### src/rtl/aes_round_ctrl_pkg.sv
// aes_pkg: shared types and key-size constants for the AES round controller.
// Holds the key-length and controller-state enums, the Nk/Nr/W constants
// for the three key sizes, and lookup helpers nk_of/nr_of/w_of.
package aes_pkg;

    typedef enum logic [1:0] {
        KEY_128  = 2'd0,
        KEY_192  = 2'd1,
        KEY_256  = 2'd2,
        KEY_RSVD = 2'd3
    } key_len_e;

    typedef enum logic [2:0] {
        ST_IDLE  = 3'd0,
        ST_KEXP  = 3'd1,
        ST_LOAD  = 3'd2,
        ST_ROUND = 3'd3,
        ST_FINAL = 3'd4,
        ST_DONE  = 3'd5
    } ctrl_state_e;

    localparam logic [3:0] NK_128 = 4'd4;
    localparam logic [3:0] NK_192 = 4'd6;
    localparam logic [3:0] NK_256 = 4'd8;
    localparam logic [3:0] NR_128 = 4'd10;
    localparam logic [3:0] NR_192 = 4'd12;
    localparam logic [3:0] NR_256 = 4'd14;

    function automatic logic [3:0] nk_of(key_len_e key_len);
        case (key_len)
            KEY_192: return NK_192;
            KEY_256: return NK_256;
            default: return NK_128;
        endcase
    endfunction

    function automatic logic [3:0] nr_of(key_len_e key_len);
        case (key_len)
            KEY_192: return NR_192;
            KEY_256: return NR_256;
            default: return NR_128;
        endcase
    endfunction

    // Total schedule words, 4*(Nr+1).
    function automatic logic [5:0] w_of(key_len_e key_len);
        case (key_len)
            KEY_192: return 6'd52;
            KEY_256: return 6'd60;
            default: return 6'd44;
        endcase
    endfunction

endpackage

### src/rtl/aes_round_ctrl_if.sv
// aes_round_ctrl_if: job request and completion handshakes.
// Handshake rule (both channels): a transfer happens on a rising clk edge
// where valid and ready are both 1; valid, once raised, holds its payload
// until that edge. Request: in_valid/in_ready with in_key_len, in_new_key,
// in_decrypt. Completion: out_valid/out_ready with out_err.
// master = requester/consumer side, slave = controller side.
interface aes_round_ctrl_if;
    logic       in_valid;
    logic       in_ready;
    logic [1:0] in_key_len;
    logic       in_new_key;
    logic       in_decrypt;
    logic       out_valid;
    logic       out_ready;
    logic       out_err;

    modport master (
        output in_valid, in_key_len, in_new_key, in_decrypt, out_ready,
        input  in_ready, out_valid, out_err
    );

    modport slave (
        input  in_valid, in_key_len, in_new_key, in_decrypt, out_ready,
        output in_ready, out_valid, out_err
    );
endinterface

### src/rtl/aes_round_ctrl_ks_seq.sv
// aes_ks_seq: word-serial key-expansion sequencer.
// Ports: clk, reset (sync, active-high); start pulses with key_len to begin
// expansion. Outputs ks_en, ks_word_idx (Nk..W-1), ks_rot_sub, ks_sub_only,
// ks_rcon_idx (i/Nk) per word, and done during the last word (i = W-1).
// i mod Nk and i/Nk are tracked with a wrapping counter and a counter that
// steps on each wrap, so no divider is needed.
module aes_ks_seq
    import aes_pkg::*;
#(
    parameter int WORD_IDX_W = 6
) (
    input  logic                  clk,
    input  logic                  reset,
    input  logic                  start,
    input  key_len_e              key_len,
    output logic                  ks_en,
    output logic [WORD_IDX_W-1:0] ks_word_idx,
    output logic                  ks_rot_sub,
    output logic                  ks_sub_only,
    output logic [3:0]            ks_rcon_idx,
    output logic                  done
);

    logic                  en_q;
    logic [WORD_IDX_W-1:0] idx_q;
    logic [WORD_IDX_W-1:0] last_q;
    logic [3:0]            mod_q;
    logic [3:0]            rcon_q;
    logic [3:0]            nk_q;
    logic                  mod_wrap;

    assign mod_wrap = (mod_q == nk_q - 4'd1);

    always_ff @(posedge clk) begin
        if (reset) begin
            en_q   <= 1'b0;
            idx_q  <= '0;
            last_q <= '0;
            mod_q  <= '0;
            rcon_q <= '0;
            nk_q   <= '0;
        end else if (start) begin
            // First generated word is i = Nk: mod 0, Rcon index 1.
            en_q   <= 1'b1;
            idx_q  <= WORD_IDX_W'(nk_of(key_len));
            last_q <= WORD_IDX_W'(w_of(key_len) - 6'd1);
            mod_q  <= '0;
            rcon_q <= 4'd1;
            nk_q   <= nk_of(key_len);
        end else if (en_q) begin
            if (idx_q == last_q) begin
                en_q <= 1'b0;
            end else begin
                idx_q  <= idx_q + WORD_IDX_W'(1);
                mod_q  <= mod_wrap ? 4'd0 : mod_q + 4'd1;
                rcon_q <= mod_wrap ? rcon_q + 4'd1 : rcon_q;
            end
        end
    end

    assign ks_en       = en_q;
    assign ks_word_idx = en_q ? idx_q : '0;
    assign ks_rot_sub  = en_q && (mod_q == 4'd0);
    assign ks_sub_only = en_q && (nk_q == NK_256) && (mod_q == 4'd4);
    assign ks_rcon_idx = en_q ? rcon_q : 4'd0;
    assign done        = en_q && (idx_q == last_q);

endmodule

### src/rtl/aes_round_ctrl.sv
// aes_round_ctrl: control sequencer for the iterative AES round/key datapath.
// Ports: clk, reset (sync, active-high); io (slave) carries the job request
// and completion handshakes; busy; ks_* drive the key-expansion unit;
// dp_* and rk_idx drive the round unit; dbg_state exposes the FSM state.
// All outputs are registered or decoded from registers, except ks_load,
// which fires in the accept cycle so the key bus is captured immediately.
module aes_round_ctrl
    import aes_pkg::*;
#(
    parameter int RK_IDX_W   = 4,
    parameter int WORD_IDX_W = 6
) (
    input  logic                  clk,
    input  logic                  reset,
    aes_round_ctrl_if.slave       io,
    output logic                  busy,
    output logic                  ks_load,
    output logic                  ks_en,
    output logic [WORD_IDX_W-1:0] ks_word_idx,
    output logic                  ks_rot_sub,
    output logic                  ks_sub_only,
    output logic [3:0]            ks_rcon_idx,
    output logic                  dp_load,
    output logic                  dp_round_en,
    output logic                  dp_final,
    output logic                  dp_decrypt,
    output logic [RK_IDX_W-1:0]   rk_idx,
    output ctrl_state_e           dbg_state
);

    ctrl_state_e         state_q;
    logic                in_ready_q, busy_q, out_valid_q, out_err_q;
    logic                dp_load_q, dp_round_en_q, dp_final_q;
    logic [RK_IDX_W-1:0] rk_q;
    key_len_e            job_len_q, stored_len_q;
    logic                job_dec_q, key_valid_q;

    key_len_e            req_len;
    logic                req_err, ks_done;
    logic [RK_IDX_W-1:0] nr_req, nr_job;

    assign req_len = key_len_e'(io.in_key_len);
    assign nr_req  = RK_IDX_W'(nr_of(req_len));
    assign nr_job  = RK_IDX_W'(nr_of(job_len_q));

    // Reject reserved sizes, and key reuse when no complete schedule of the
    // same size is held.
    assign req_err = (req_len == KEY_RSVD) ||
                     (!io.in_new_key && (!key_valid_q || req_len != stored_len_q));

    assign ks_load = io.in_valid && in_ready_q && io.in_new_key && (req_len != KEY_RSVD);

    aes_ks_seq #(.WORD_IDX_W(WORD_IDX_W)) u_ks_seq (
        .clk         (clk),
        .reset       (reset),
        .start       (ks_load),
        .key_len     (req_len),
        .ks_en       (ks_en),
        .ks_word_idx (ks_word_idx),
        .ks_rot_sub  (ks_rot_sub),
        .ks_sub_only (ks_sub_only),
        .ks_rcon_idx (ks_rcon_idx),
        .done        (ks_done)
    );

    always_ff @(posedge clk) begin
        if (reset) begin
            state_q       <= ST_IDLE;
            in_ready_q    <= 1'b1;
            busy_q        <= 1'b0;
            out_valid_q   <= 1'b0;
            out_err_q     <= 1'b0;
            dp_load_q     <= 1'b0;
            dp_round_en_q <= 1'b0;
            dp_final_q    <= 1'b0;
            rk_q          <= '0;
            job_len_q     <= KEY_128;
            job_dec_q     <= 1'b0;
            key_valid_q   <= 1'b0;
            stored_len_q  <= KEY_128;
        end else begin
            case (state_q)
                ST_IDLE: begin
                    if (io.in_valid) begin
                        in_ready_q <= 1'b0;
                        busy_q     <= 1'b1;
                        job_len_q  <= req_len;
                        job_dec_q  <= io.in_decrypt;
                        if (req_err) begin
                            state_q     <= ST_DONE;
                            out_valid_q <= 1'b1;
                            out_err_q   <= 1'b1;
                        end else if (io.in_new_key) begin
                            // Old schedule is being overwritten from now on.
                            state_q     <= ST_KEXP;
                            key_valid_q <= 1'b0;
                        end else begin
                            state_q   <= ST_LOAD;
                            dp_load_q <= 1'b1;
                            rk_q      <= io.in_decrypt ? nr_req : '0;
                        end
                    end
                end
                ST_KEXP: begin
                    if (ks_done) begin
                        key_valid_q  <= 1'b1;
                        stored_len_q <= job_len_q;
                        state_q      <= ST_LOAD;
                        dp_load_q    <= 1'b1;
                        rk_q         <= job_dec_q ? nr_job : '0;
                    end
                end
                ST_LOAD: begin
                    state_q       <= ST_ROUND;
                    dp_load_q     <= 1'b0;
                    dp_round_en_q <= 1'b1;
                    rk_q          <= job_dec_q ? nr_job - RK_IDX_W'(1) : RK_IDX_W'(1);
                end
                ST_ROUND: begin
                    if (job_dec_q ? (rk_q == RK_IDX_W'(1)) : (rk_q == nr_job - RK_IDX_W'(1))) begin
                        state_q    <= ST_FINAL;
                        dp_final_q <= 1'b1;
                        rk_q       <= job_dec_q ? '0 : nr_job;
                    end else begin
                        rk_q <= job_dec_q ? rk_q - RK_IDX_W'(1) : rk_q + RK_IDX_W'(1);
                    end
                end
                ST_FINAL: begin
                    state_q       <= ST_DONE;
                    dp_round_en_q <= 1'b0;
                    dp_final_q    <= 1'b0;
                    rk_q          <= '0;
                    out_valid_q   <= 1'b1;
                    out_err_q     <= 1'b0;
                end
                ST_DONE: begin
                    if (io.out_ready) begin
                        state_q     <= ST_IDLE;
                        out_valid_q <= 1'b0;
                        out_err_q   <= 1'b0;
                        in_ready_q  <= 1'b1;
                        busy_q      <= 1'b0;
                    end
                end
                default: state_q <= ST_IDLE;
            endcase
        end
    end

    assign io.in_ready  = in_ready_q;
    assign io.out_valid = out_valid_q;
    assign io.out_err   = out_err_q;
    assign busy         = busy_q;
    assign dp_load      = dp_load_q;
    assign dp_round_en  = dp_round_en_q;
    assign dp_final     = dp_final_q;
    assign dp_decrypt   = job_dec_q;
    assign rk_idx       = rk_q;
    assign dbg_state    = state_q;

endmodule

### src/flat_wrapper.sv
// flat-port wrapper written by rule: the top's interface ports become plain ports
module aes_round_ctrl_flat import aes_pkg::*;
#(
    parameter int RK_IDX_W   = 4,
    parameter int WORD_IDX_W = 6
)
  (clk, reset, busy, ks_load, ks_en, ks_word_idx, ks_rot_sub, ks_sub_only, ks_rcon_idx, dp_load, dp_round_en, dp_final, dp_decrypt, rk_idx, dbg_state, io_in_valid, io_in_key_len, io_in_new_key, io_in_decrypt, io_out_ready, io_in_ready, io_out_valid, io_out_err);
  aes_round_ctrl_if io_i ();
  input  logic clk;
  input  logic reset;
  output logic busy;
  output logic ks_load;
  output logic ks_en;
  output logic [WORD_IDX_W-1:0] ks_word_idx;
  output logic ks_rot_sub;
  output logic ks_sub_only;
  output logic [3:0] ks_rcon_idx;
  output logic dp_load;
  output logic dp_round_en;
  output logic dp_final;
  output logic dp_decrypt;
  output logic [RK_IDX_W-1:0] rk_idx;
  output ctrl_state_e dbg_state;
  input wire logic [$bits(io_i.in_valid)-1:0] io_in_valid;
  input wire logic [$bits(io_i.in_key_len)-1:0] io_in_key_len;
  input wire logic [$bits(io_i.in_new_key)-1:0] io_in_new_key;
  input wire logic [$bits(io_i.in_decrypt)-1:0] io_in_decrypt;
  input wire logic [$bits(io_i.out_ready)-1:0] io_out_ready;
  output wire logic [$bits(io_i.in_ready)-1:0] io_in_ready;
  output wire logic [$bits(io_i.out_valid)-1:0] io_out_valid;
  output wire logic [$bits(io_i.out_err)-1:0] io_out_err;
  assign io_i.in_valid = io_in_valid;
  assign io_i.in_key_len = io_in_key_len;
  assign io_i.in_new_key = io_in_new_key;
  assign io_i.in_decrypt = io_in_decrypt;
  assign io_i.out_ready = io_out_ready;
  assign io_in_ready = io_i.in_ready;
  assign io_out_valid = io_i.out_valid;
  assign io_out_err = io_i.out_err;
  aes_round_ctrl #(.RK_IDX_W(RK_IDX_W), .WORD_IDX_W(WORD_IDX_W)) u_core (.clk(clk), .reset(reset), .io(io_i), .busy(busy), .ks_load(ks_load), .ks_en(ks_en), .ks_word_idx(ks_word_idx), .ks_rot_sub(ks_rot_sub), .ks_sub_only(ks_sub_only), .ks_rcon_idx(ks_rcon_idx), .dp_load(dp_load), .dp_round_en(dp_round_en), .dp_final(dp_final), .dp_decrypt(dp_decrypt), .rk_idx(rk_idx), .dbg_state(dbg_state));
endmodule
### config.mk
export PLATFORM = sky130hd
export DESIGN_NAME = aes_round_ctrl_flat
export DESIGN_NICKNAME = d
export VERILOG_FILES = /design/src/rtl/aes_round_ctrl_pkg.sv /design/src/rtl/aes_round_ctrl_if.sv /design/src/rtl/aes_round_ctrl_ks_seq.sv /design/src/rtl/aes_round_ctrl.sv /design/src/flat_wrapper.sv
export SDC_FILE = /design/constraint.sdc
export NUM_CORES = 1
export LEC_CHECK = 0
export CELL_PAD_IN_SITES_DETAIL_PLACEMENT = 0
export CELL_PAD_IN_SITES_GLOBAL_PLACEMENT = 1
export CORE_ASPECT_RATIO = 0.7
export CORE_MARGIN = 5
export CORE_UTILIZATION = 43
export DETAILED_ROUTE_END_ITERATION = 12
export GPL_ROUTABILITY_DRIVEN = 1
export GPL_TIMING_DRIVEN = 0
export PLACE_DENSITY_LB_ADDON = 0.1
export SYNTH_ARGS = -nofsm -noshare
export SYNTH_HDL_FRONTEND = slang
export SYNTH_SLANG_ARGS = --single-unit
### constraint.sdc
create_clock -name clk -period 5.3 [get_ports clk]
set_input_delay 1.06 -clock clk [delete_from_list [all_inputs] [get_ports clk]]
set_output_delay 1.06 -clock clk [all_outputs]
set_load 0.01 [all_outputs]
## Yosys cells after proc, flatten, opt, wreduce, memory -nomap -nowiden

Cells that the tools add are included.

| word-level totals | value |
|---|---|
| register bits | 45 |
| input bits | 8 |
| output and inout port bits | 29 |

| operators by class | value |
|---|---|
| add/sub/neg operators | 8 |
| equality and inequality tests | 27 |
| muxes and demuxes | 60 |
| bitwise operators | 1 |
| reduce and logical (&&, ||, !) cells | 37 |

Operators with widths:

| operator | count |
|---|---|
| 2-to-1 mux 4 bit | 15 |
| 2-to-1 mux 1 bit | 22 |
| case mux 4 bit (5 select lines) | 1 |
| 2-to-1 mux 6 bit | 3 |
| case mux 3 bit (6 select lines) | 1 |
| 2-to-1 mux 3 bit | 5 |
| AND reduction 5 bit | 3 |
| != test 2 bit, second input constant | 7 |
| adder 4 x 1 -> 4 bit, second input constant | 3 |
| case mux 3 bit (2 select lines) | 2 |
| nonzero test 2 bit | 6 |
| subtractor 4 x 1 -> 4 bit, second input constant | 3 |
| case mux 1 bit (2 select lines) | 5 |
| case mux 5 bit (2 select lines) | 1 |
| AND reduction 2 bit | 5 |
| case mux 1 bit (3 select lines) | 3 |
| AND reduction 3 bit | 3 |
| == test 4 bit | 2 |
| logical AND 1 bit | 8 |
| case mux 4 bit (2 select lines) | 1 |
| AND reduction 4 bit | 2 |
| adder 6 x 1 -> 6 bit, second input constant | 1 |
| == test 2 bit, second input constant | 3 |
| == test 3 x 2 -> 1 bit, second input constant | 2 |
| 19 further kinds | 26 |

## Logic depth before layout (Yosys ltp)

Gate-level depths: netlist of run 1.

| logic depth | value |
|---|---|
| depth after elaboration | 7 |
| mapped depth | 7 |
| depth with buffers taken out | 7 |

## Hierarchy

Synthesis of run 1 repeated with hierarchy kept, for this count alone.

| unflattened totals | value |
|---|---|
| cell total of the unflattened synthesis | 320 |
| area total of the unflattened synthesis | 2743.9 um^2 |

By module, submodules not included:

| module | times used | cells each | area each (um^2) | sequential area each (um^2) |
|---|---|---|---|---|
| aes_round_ctrl | 1 | 182 | 1520.2 | 400.4 |
| aes_ks_seq | 1 | 138 | 1223.7 | 420.4 |

## Worst setup path after synthesis of run 1

OpenSTA, ideal clock, no wires.

| path | value |
|---|---|
| path kind | input to output |
| start point | input io_in_key_len[0] |
| end point | output ks_load |
| arrival time | 1.854 ns |
| data required time | 4.240 ns |
| setup slack | 2.386 ns |
| cell stages on the path | 4 |
| path buffers | 0 |
| cells stage by stage | ha_1 nor2b_1 nand3_1 clkinv_1 |

| between the ends | value |
|---|---|
| longest elaborated chain between the ends | 2 |

RTL lines:

| item | RTL line | text |
|---|---|---|
| start: declaration | flat_wrapper.sv:25 | `input wire logic [$bits(io_i.in_key_len)-1:0] io_in_key_len;` |
| != test 2 bit | aes_round_ctrl.sv:51 | `assign ks_load = io.in_valid && in_ready_q && io.in_new_key && (req_len != KEY_RSVD);` |
| logical AND 1 bit | aes_round_ctrl.sv:51 |  |
| end: declaration | flat_wrapper.sv:12 | `output logic ks_load;` |

No other way between the ends.

## Worst setup path in the final report of run 1

| path | value |
|---|---|
| start point | input io_in_key_len[1] |
| end point | output ks_load |

Same word-level chain as after synthesis.

==> key figures, run 1 <==
Timing
  – Tmin final: 4330 ps
  – Setup violations, final: 0
  – Final hold violation count: 0
  – Clock Skews: 11.2 ps
  – Unrepaired setup endpoints after global routing: false
  – Worst-margin pin slew: 1390 ps
  – Fmax: 231 MHz
  – Period utilization: 0.817
  – Final setup TNS: 0 ps
  – Relative slew slack: 0.0728
  – Slew Limit Fails: 0

Power
  – Lkg Pwr: 1.13 nW
  – Pwr/cell area: 266 mW/mm^2
  – Worst IR Drop VDD: 0.000166 V

Critical path
  – Reg2Reg Setup Slack: 2160 ps
  – Worst setup SP type: primary input
  – R2R depth: 7
  – Critical path endpoint category: output pin
  – Worst Setup Path Type: in -> out
  – CP max FO: 10
  – Reg2reg start: u_core.job_len_q[0]$_SDFFE_PP0P_
  – CP required: 4240 ps
  – Arr. time, crit path: 3270 ps
  – R2r endpoint: u_core.dbg_state[0]$_SDFFE_PP0P_

Clocking
  – CTS sink count: 41
  – Max Buffers Root-to-Sink: 2
  – CTS tree: built
  – Post-CTS Setup Bufs: 0
  – Post-CTS Hold Buffers: 0
  – Clock Tree Root: clkbuf_8
  – Post-CTS resize count: 0
  – Clk Latency, worst-skew pair: 290 ps
  – Clock-pin slew on the worst setup and hold paths: 80 ps
  – H-tree depth: 2
  – TritonCTS Buffers: 5

Synthesis
  – Ys Warns: 0
  – Synth area leader: dfxtp_1
  – Synth top area share: 0.331
  – Top cells by area, synth: dfxtp_1, ha_1, nor2_1, a21oi_1, mux2i_1
  – Synthesized area: 0.00248 sq mm
  – Library cells used by synthesis: 52
  – Syn Inst Count: 299
  – Seq/Total Area, Yosys: 0.331
  – Syn_nets: 323
  – Syn avg cell area: 8.30 sq um
  – Post-synth EDFFs: 0
  – Ys async rst share: 0
  – Ys flop type: dfxtp_1
  – Synth Register Bits: 41

Drt
  – Vias: 2,261
  – Antenna Nets Post-Route: 0
  – Routed WL per cell: 15.4 microns
  – Remaining DRCs: 0
  – Routed WL: 6450 microns
  – Initial DRT Pass Iterations: 4
  – DRT iter0 DRCs: 165
  – Vias per cell: 5.41

Worst hold path
  – Hold path depth: 2
  – Worst Hold Class: reg -> reg
  – Hold_sp: u_core.key_valid_q$_SDFFE_PP0P_
  – Hold endpoint: u_core.key_valid_q$_SDFFE_PP0P_

Global routing
  – First-pass GRT wire length: 10,900 microns
  – Initial antenna violation count: 0
  – Gr ovfl total: 0
  – Vias in the first global route: 2,133
  – Largest net degree at the start of global routing: 13
  – Gr usage total: 0.187

Layout
  – Final Cell Area: 0.00305 sq mm
  – Fraction of layout cells with a size suffix above 1: 0.0350
  – Syn-to-layout area delta: 23.0%
  – Fin nets: 366
  – Diode count: 0

Floorplanning
  – Starting Density: 0.438
  – Core area: 0.00567 sq mm
  – Die Y: 73.6 microns
  – # rows: 23
  – Die area: 0.00741 sq mm
  – Die width: 101 microns
  – Num ports: 37

Placed design
  – HPWL Detailed: 5000 microns
  – Area after DPL: 0.00294 sq mm
  – RD Place Congestion: 0.890
  – Port Buf Inserts: 36

Run
  – Max Cap Viol: 0

Outcome
  – Status: finished, final reports clean
## cell type report
cell class / count / area (sq um)
plain buffers: 11 / 41.3
clock buffers: 7 / 86.3
clock inverters: 1 / 30.0
fillers: 560 / 2620
inverters: 16 / 60.1
multi-input cells: 231 / 1560
flip-flops and latches: 41 / 821
well taps: 75 / 93.8
repair buffers: 36 / 360
## state kept, by name (all words and copies together), names as in the netlist
register                count
u_core.u_ks_seq.idx_q       6
u_core.io.out_valid         1
u_core.dp_round_en          1
u_core.u_ks_seq.nk_q        3
u_core.job_len_q            2
u_core.rk_idx               4
u_core.io.in_ready          1
u_core.dbg_state            3
u_core.dp_final             1
u_core.dp_decrypt           1
u_core.u_ks_seq.mod_q       4
u_core.key_valid_q          1
u_core.io.out_err           1
u_core.dp_load              1
u_core.u_ks_seq.last_q      3
u_core.stored_len_q         2
u_core.u_ks_seq.ks_en       1
u_core.busy                 1
u_core.u_ks_seq.rcon_q      4
## Yosys cell counts, types with 8 or more instances
| cell type | n |
|---|---|
| nand2b_1 | 8 |
| nand2_1 | 16 |
| nand3_1 | 10 |
| clkbuf_1 | 10 |
| mux2i_1 | 9 |
| o21ai_0 | 9 |
| xor2_1 | 10 |
| inv_1 | 15 |
| a21oi_1 | 19 |
| nor2_1 | 35 |
| xnor2_1 | 8 |
| ha_1 | 16 |
| dfxtp_1 | 41 |
| nor3_1 | 12 |
| and2_1 | 11 |
## worst max path at each step
stage,start,endpoint,slack [ps],depth (start not counted)
after global routing,io_in_key_len[0],ks_load,780,6
after global placement,io_in_key_len[1],ks_load,1030,6
after detailed placement,io_in_key_len[1],ks_load,980,6
after CTS,io_in_key_len[1],ks_load,970,6
final,io_in_key_len[1],ks_load,970,6
after floorplan,io_in_key_len[0],ks_load,2390,4
## report_power, final
group	internal [mW]	switching, mW
sequential	0.327	0.0230
combinational	0.0858	0.113
clock	0.154	0.109
total	0.567	0.246
## cell families (layout without fill, tap and decap cells)
| family | after synthesis | count (layout) | share of synthesized area |
|---|---|---|---|
| AO/OA/AOI/OAI | 63 | 63 | 0.179 |
| XOR/XNOR | 19 | 19 | 0.0726 |
| adder cells (fa/ha/maj) | 16 | 16 | 0.0807 |
| buffers and inverters | 27 | 71 | 0.0408 |
| flip-flops | 41 | 41 | 0.331 |
| multiplexers | 9 | 9 | 0.0363 |
| AND/OR/NAND/NOR | 124 | 124 | 0.260 |
## worst max-delay path: stages
cell and delay, ps:
clkdlybuf4s50_1 550, ha_1 290, nor2b_1 170, nand3_1 320
clkinv_1 290, clkdlybuf4s50_1 580
## stage by stage
step           utilization  power [mW]  setup WS, ps  instances  hold slack [ps]
3_5_place_dp         0.518       0.556           980        410              460
3_3_place_gp         0.518       0.555          1030        410              449
5_1_grt              0.538       0.860           782        418              503
2_1_floorplan            -       0.480          2390        299              440
6_report             0.538       0.813           971        418              469
4_1_cts              0.538       0.821           974        418              471
## cell usage in the layout, fill, tap and decap left out, types with 10 or more instances in the layout
cell type	Yosys	layout
a21oi_1	19	19
and2_1	11	11
clkbuf_1	10	11
clkdlybuf4s50_1	0	36
dfxtp_1	41	41
ha_1	16	16
inv_1	15	15
nand2_1	16	16
nand3_1	10	10
nor2_1	35	35
nor3_1	12	12
xor2_1	10	10
## per-layer routing
| layer | track usage | part of all wire | vias to the layer above |
|---|---|---|---|
| met4 | 0.0389 | 0.0084 | 0 |
| met3 | 0.0389 | 0.073 | 6 |
| li1 | - | - | 1148 |
| met2 | 0.251 | 0.38 | 66 |
| met5 | 0 | 0 | - |
| met1 | 0.300 | 0.54 | 1041 |
No activity file was read; power rests on OpenSTA's default activity.
==> run 2: changes to the inputs <==
CORE_UTILIZATION = 40   (was 43)
clock period = 4.37 ns   (was 5.3 ns; I/O delays follow)
==> key figures, run 2 (synthesized netlist as in run 1, its figures left out) <==
Drt
  – Vias per cell: 5.35 (was 5.41)
  – Initial DRT Pass Iterations: 5 (was 4)
  – Vias: 2,251 (was 2,261)
  – Remaining DRCs: 0 (unchanged)
  – Antenna Nets Post-Route: 0 (unchanged)
  – Routed WL per cell: 15.8 microns (was 15.4 microns)
  – Routed WL: 6640 microns (was 6450 microns)
  – DRT iter0 DRCs: 122 (was 165)

Critical path
  – Critical path endpoint category: output pin (unchanged)
  – Worst Setup Path Type: in -> out (unchanged)
  – Worst setup SP type: primary input (unchanged)
  – Critical-path cell list: clkdlybuf4s50_1, ha_1, nor2b_1, nand3_1, clkinv_1, clkdlybuf4s50_1 (unchanged)
  – Arr. time, crit path: 3070 ps (was 3270 ps)
  – Critical Path Max Stage Delay: 580 ps (about the same)
  – Slowest cell on crit path: clkdlybuf4s50_1 (unchanged)
  – Reg2Reg Setup Slack: 1740 ps (was 2160 ps)
  – CP max FO: 10 (unchanged)
  – CP required: 3500 ps (was 4240 ps)
  – Most used cell, CP: clkdlybuf4s50_1 (unchanged)

Placed design
  – RD Place Congestion: 0.864 (was 0.890)
  – Port Buf Inserts: 36 (unchanged)
  – HPWL Detailed: 5020 microns (was 5000 microns)

Clocking
  – Max Buffers Root-to-Sink: 2 (unchanged)
  – Post-CTS resize count: 0 (unchanged)
  – CTS sink count: 41 (unchanged)
  – Clock Tree Root: clkbuf_8 (unchanged)
  – Post-CTS Setup Bufs: 0 (unchanged)
  – CTS tree: built (unchanged)
  – Clk Latency, worst-skew pair: 300 ps (was 290 ps)
  – Post-CTS Hold Buffers: 0 (unchanged)
  – Clock-pin slew on the worst setup and hold paths: 90 ps (was 80 ps)
  – H-tree depth: 2 (unchanged)
  – TritonCTS Buffers: 5 (unchanged)

Layout
  – Fraction of layout cells with a size suffix above 1: 0.0408 (was 0.0350)
  – Syn-to-layout area delta: 22.1% (was 23.0%)
  – Max reg flops: 6 (unchanged)
  – # fillers: 619 (was 560)
  – Commonest non-fill, non-tap cell in the layout: dfxtp_1 (unchanged)
  – Commonest non-fill, non-tap cells in the layout: dfxtp_1, clkdlybuf4s50_1, nor2_1 (unchanged)
  – Largest Register: u_core.u_ks_seq.idx_q (unchanged)
  – Fin nets: 366 (unchanged)
  – Diode count: 0 (unchanged)

Floorplanning
  – Die width: 104 microns (was 101 microns)
  – Core area: 0.00613 sq mm (was 0.00567 sq mm)
  – Num ports: 37 (unchanged)
  – # rows: 24 (was 23)
  – Die Y: 75.9 microns (was 73.6 microns)
  – Die area: 0.00790 sq mm (was 0.00741 sq mm)
  – Starting Density: 0.405 (was 0.438)

Power
  – Lkg Pwr: 1.12 nW (was 1.13 nW)
  – Pwr/cell area: 306 mW/mm^2 (was 266 mW/mm^2)
  – Worst IR Drop VDD: 0.000136 V (was 0.000166 V)

Global routing
  – First-pass GRT wire length: 11,000 microns (was 10,900 microns)
  – Gr usage total: 0.175 (was 0.187)
  – Vias in the first global route: 2,057 (was 2,133)
  – Gr ovfl total: 0 (unchanged)
  – Largest net degree at the start of global routing: 14 (was 13)
  – Initial antenna violation count: 0 (unchanged)

Outcome
  – Status: finished, final reports clean (unchanged)

Run
  – Max Cap Viol: 0 (unchanged)

Worst hold path
  – Worst Hold Class: reg -> reg (unchanged)

Timing
  – Unrepaired setup endpoints after global routing: false (unchanged)
  – Relative slew slack: 0.176 (was 0.0728)
  – Tmin final: 3950 ps
  – Period utilization: 0.904
  – Clock Skews: 10.1 ps (was 11.2 ps)
  – Slew Limit Fails: 0 (unchanged)
  – Final setup TNS: 0 ps (unchanged)
  – Setup violations, final: 0 (unchanged)
  – Worst-margin pin slew: 1230 ps (was 1390 ps)
  – Hold slack final: 471 ps (was 469 ps)
  – Final hold violation count: 0 (unchanged)
  – Fmax: 253 MHz
-- run 2: report_power, final --
part | internal, mW | leakage (nW) | switching (mW) | total [mW]
clock | 0.111 | 0.0439 | 0.147 | 0.257
combinational | 0.104 | 0.740 | 0.141 | 0.246
sequential | 0.397 | 0.334 | 0.0278 | 0.425
-- run 2: final cells by class --
type	instances	area, sq um	area share
Buffer	11	41.3	0.0136
Clock buffer	5	68.8	0.0227
Clock inverter	3	17.5	0.00578
Inverter	16	60.1	0.0198
Multi-Input combinational cell	231	1560	0.516
Sequential cell	41	821	0.271
Tap cell	78	97.6	0.0322
Timing Repair Buffer	36	360	0.119
-- run 2: per-stage QoR --
step,instance area [sq um],power (mW),util,setup WS [ps],std cells
4_1_cts,3030,0.933,0.494,409,421
6_report,3030,0.928,0.495,421,421
5_1_grt,3030,0.985,0.495,232,421
3_5_place_dp,2940,0.676,0.480,412,413
2_1_floorplan,2480,0.582,-,1830,299
3_3_place_gp,2940,0.675,0.480,459,413
-- run 2: final timing paths --
kind,startpoint,end,depth (start not counted)
max reg2reg,u_core.u_ks_seq.idx_q[0]$_SDFFE_PP0P_,u_core.rk_idx[1]$_SDFFE_PP0P_,5
max,io_in_key_len[1],ks_load,6
min reg2reg,u_core.u_ks_seq.last_q[3]$_SDFFE_PP0P_,u_core.u_ks_seq.last_q[3]$_SDFFE_PP0P_,2
min,u_core.u_ks_seq.last_q[3]$_SDFFE_PP0P_,u_core.u_ks_seq.last_q[3]$_SDFFE_PP0P_,2
-- run 2: worst max-delay path, delay by kind of cell --
family / cells / cell delay (ps)
buffers and inverters: 3 / 1420
adder cells (fa/ha/maj): 1 / 290
AND/OR/NAND/NOR: 2 / 480
-- run 2: metal layers --
layer	vias up	global-route usage	wire, microns
li1	1148	-	-
met4	0	0.0388	32
met3	2	0.0415	354
met1	1051	0.272	3710
met5	-	0	0
met2	50	0.239	2540
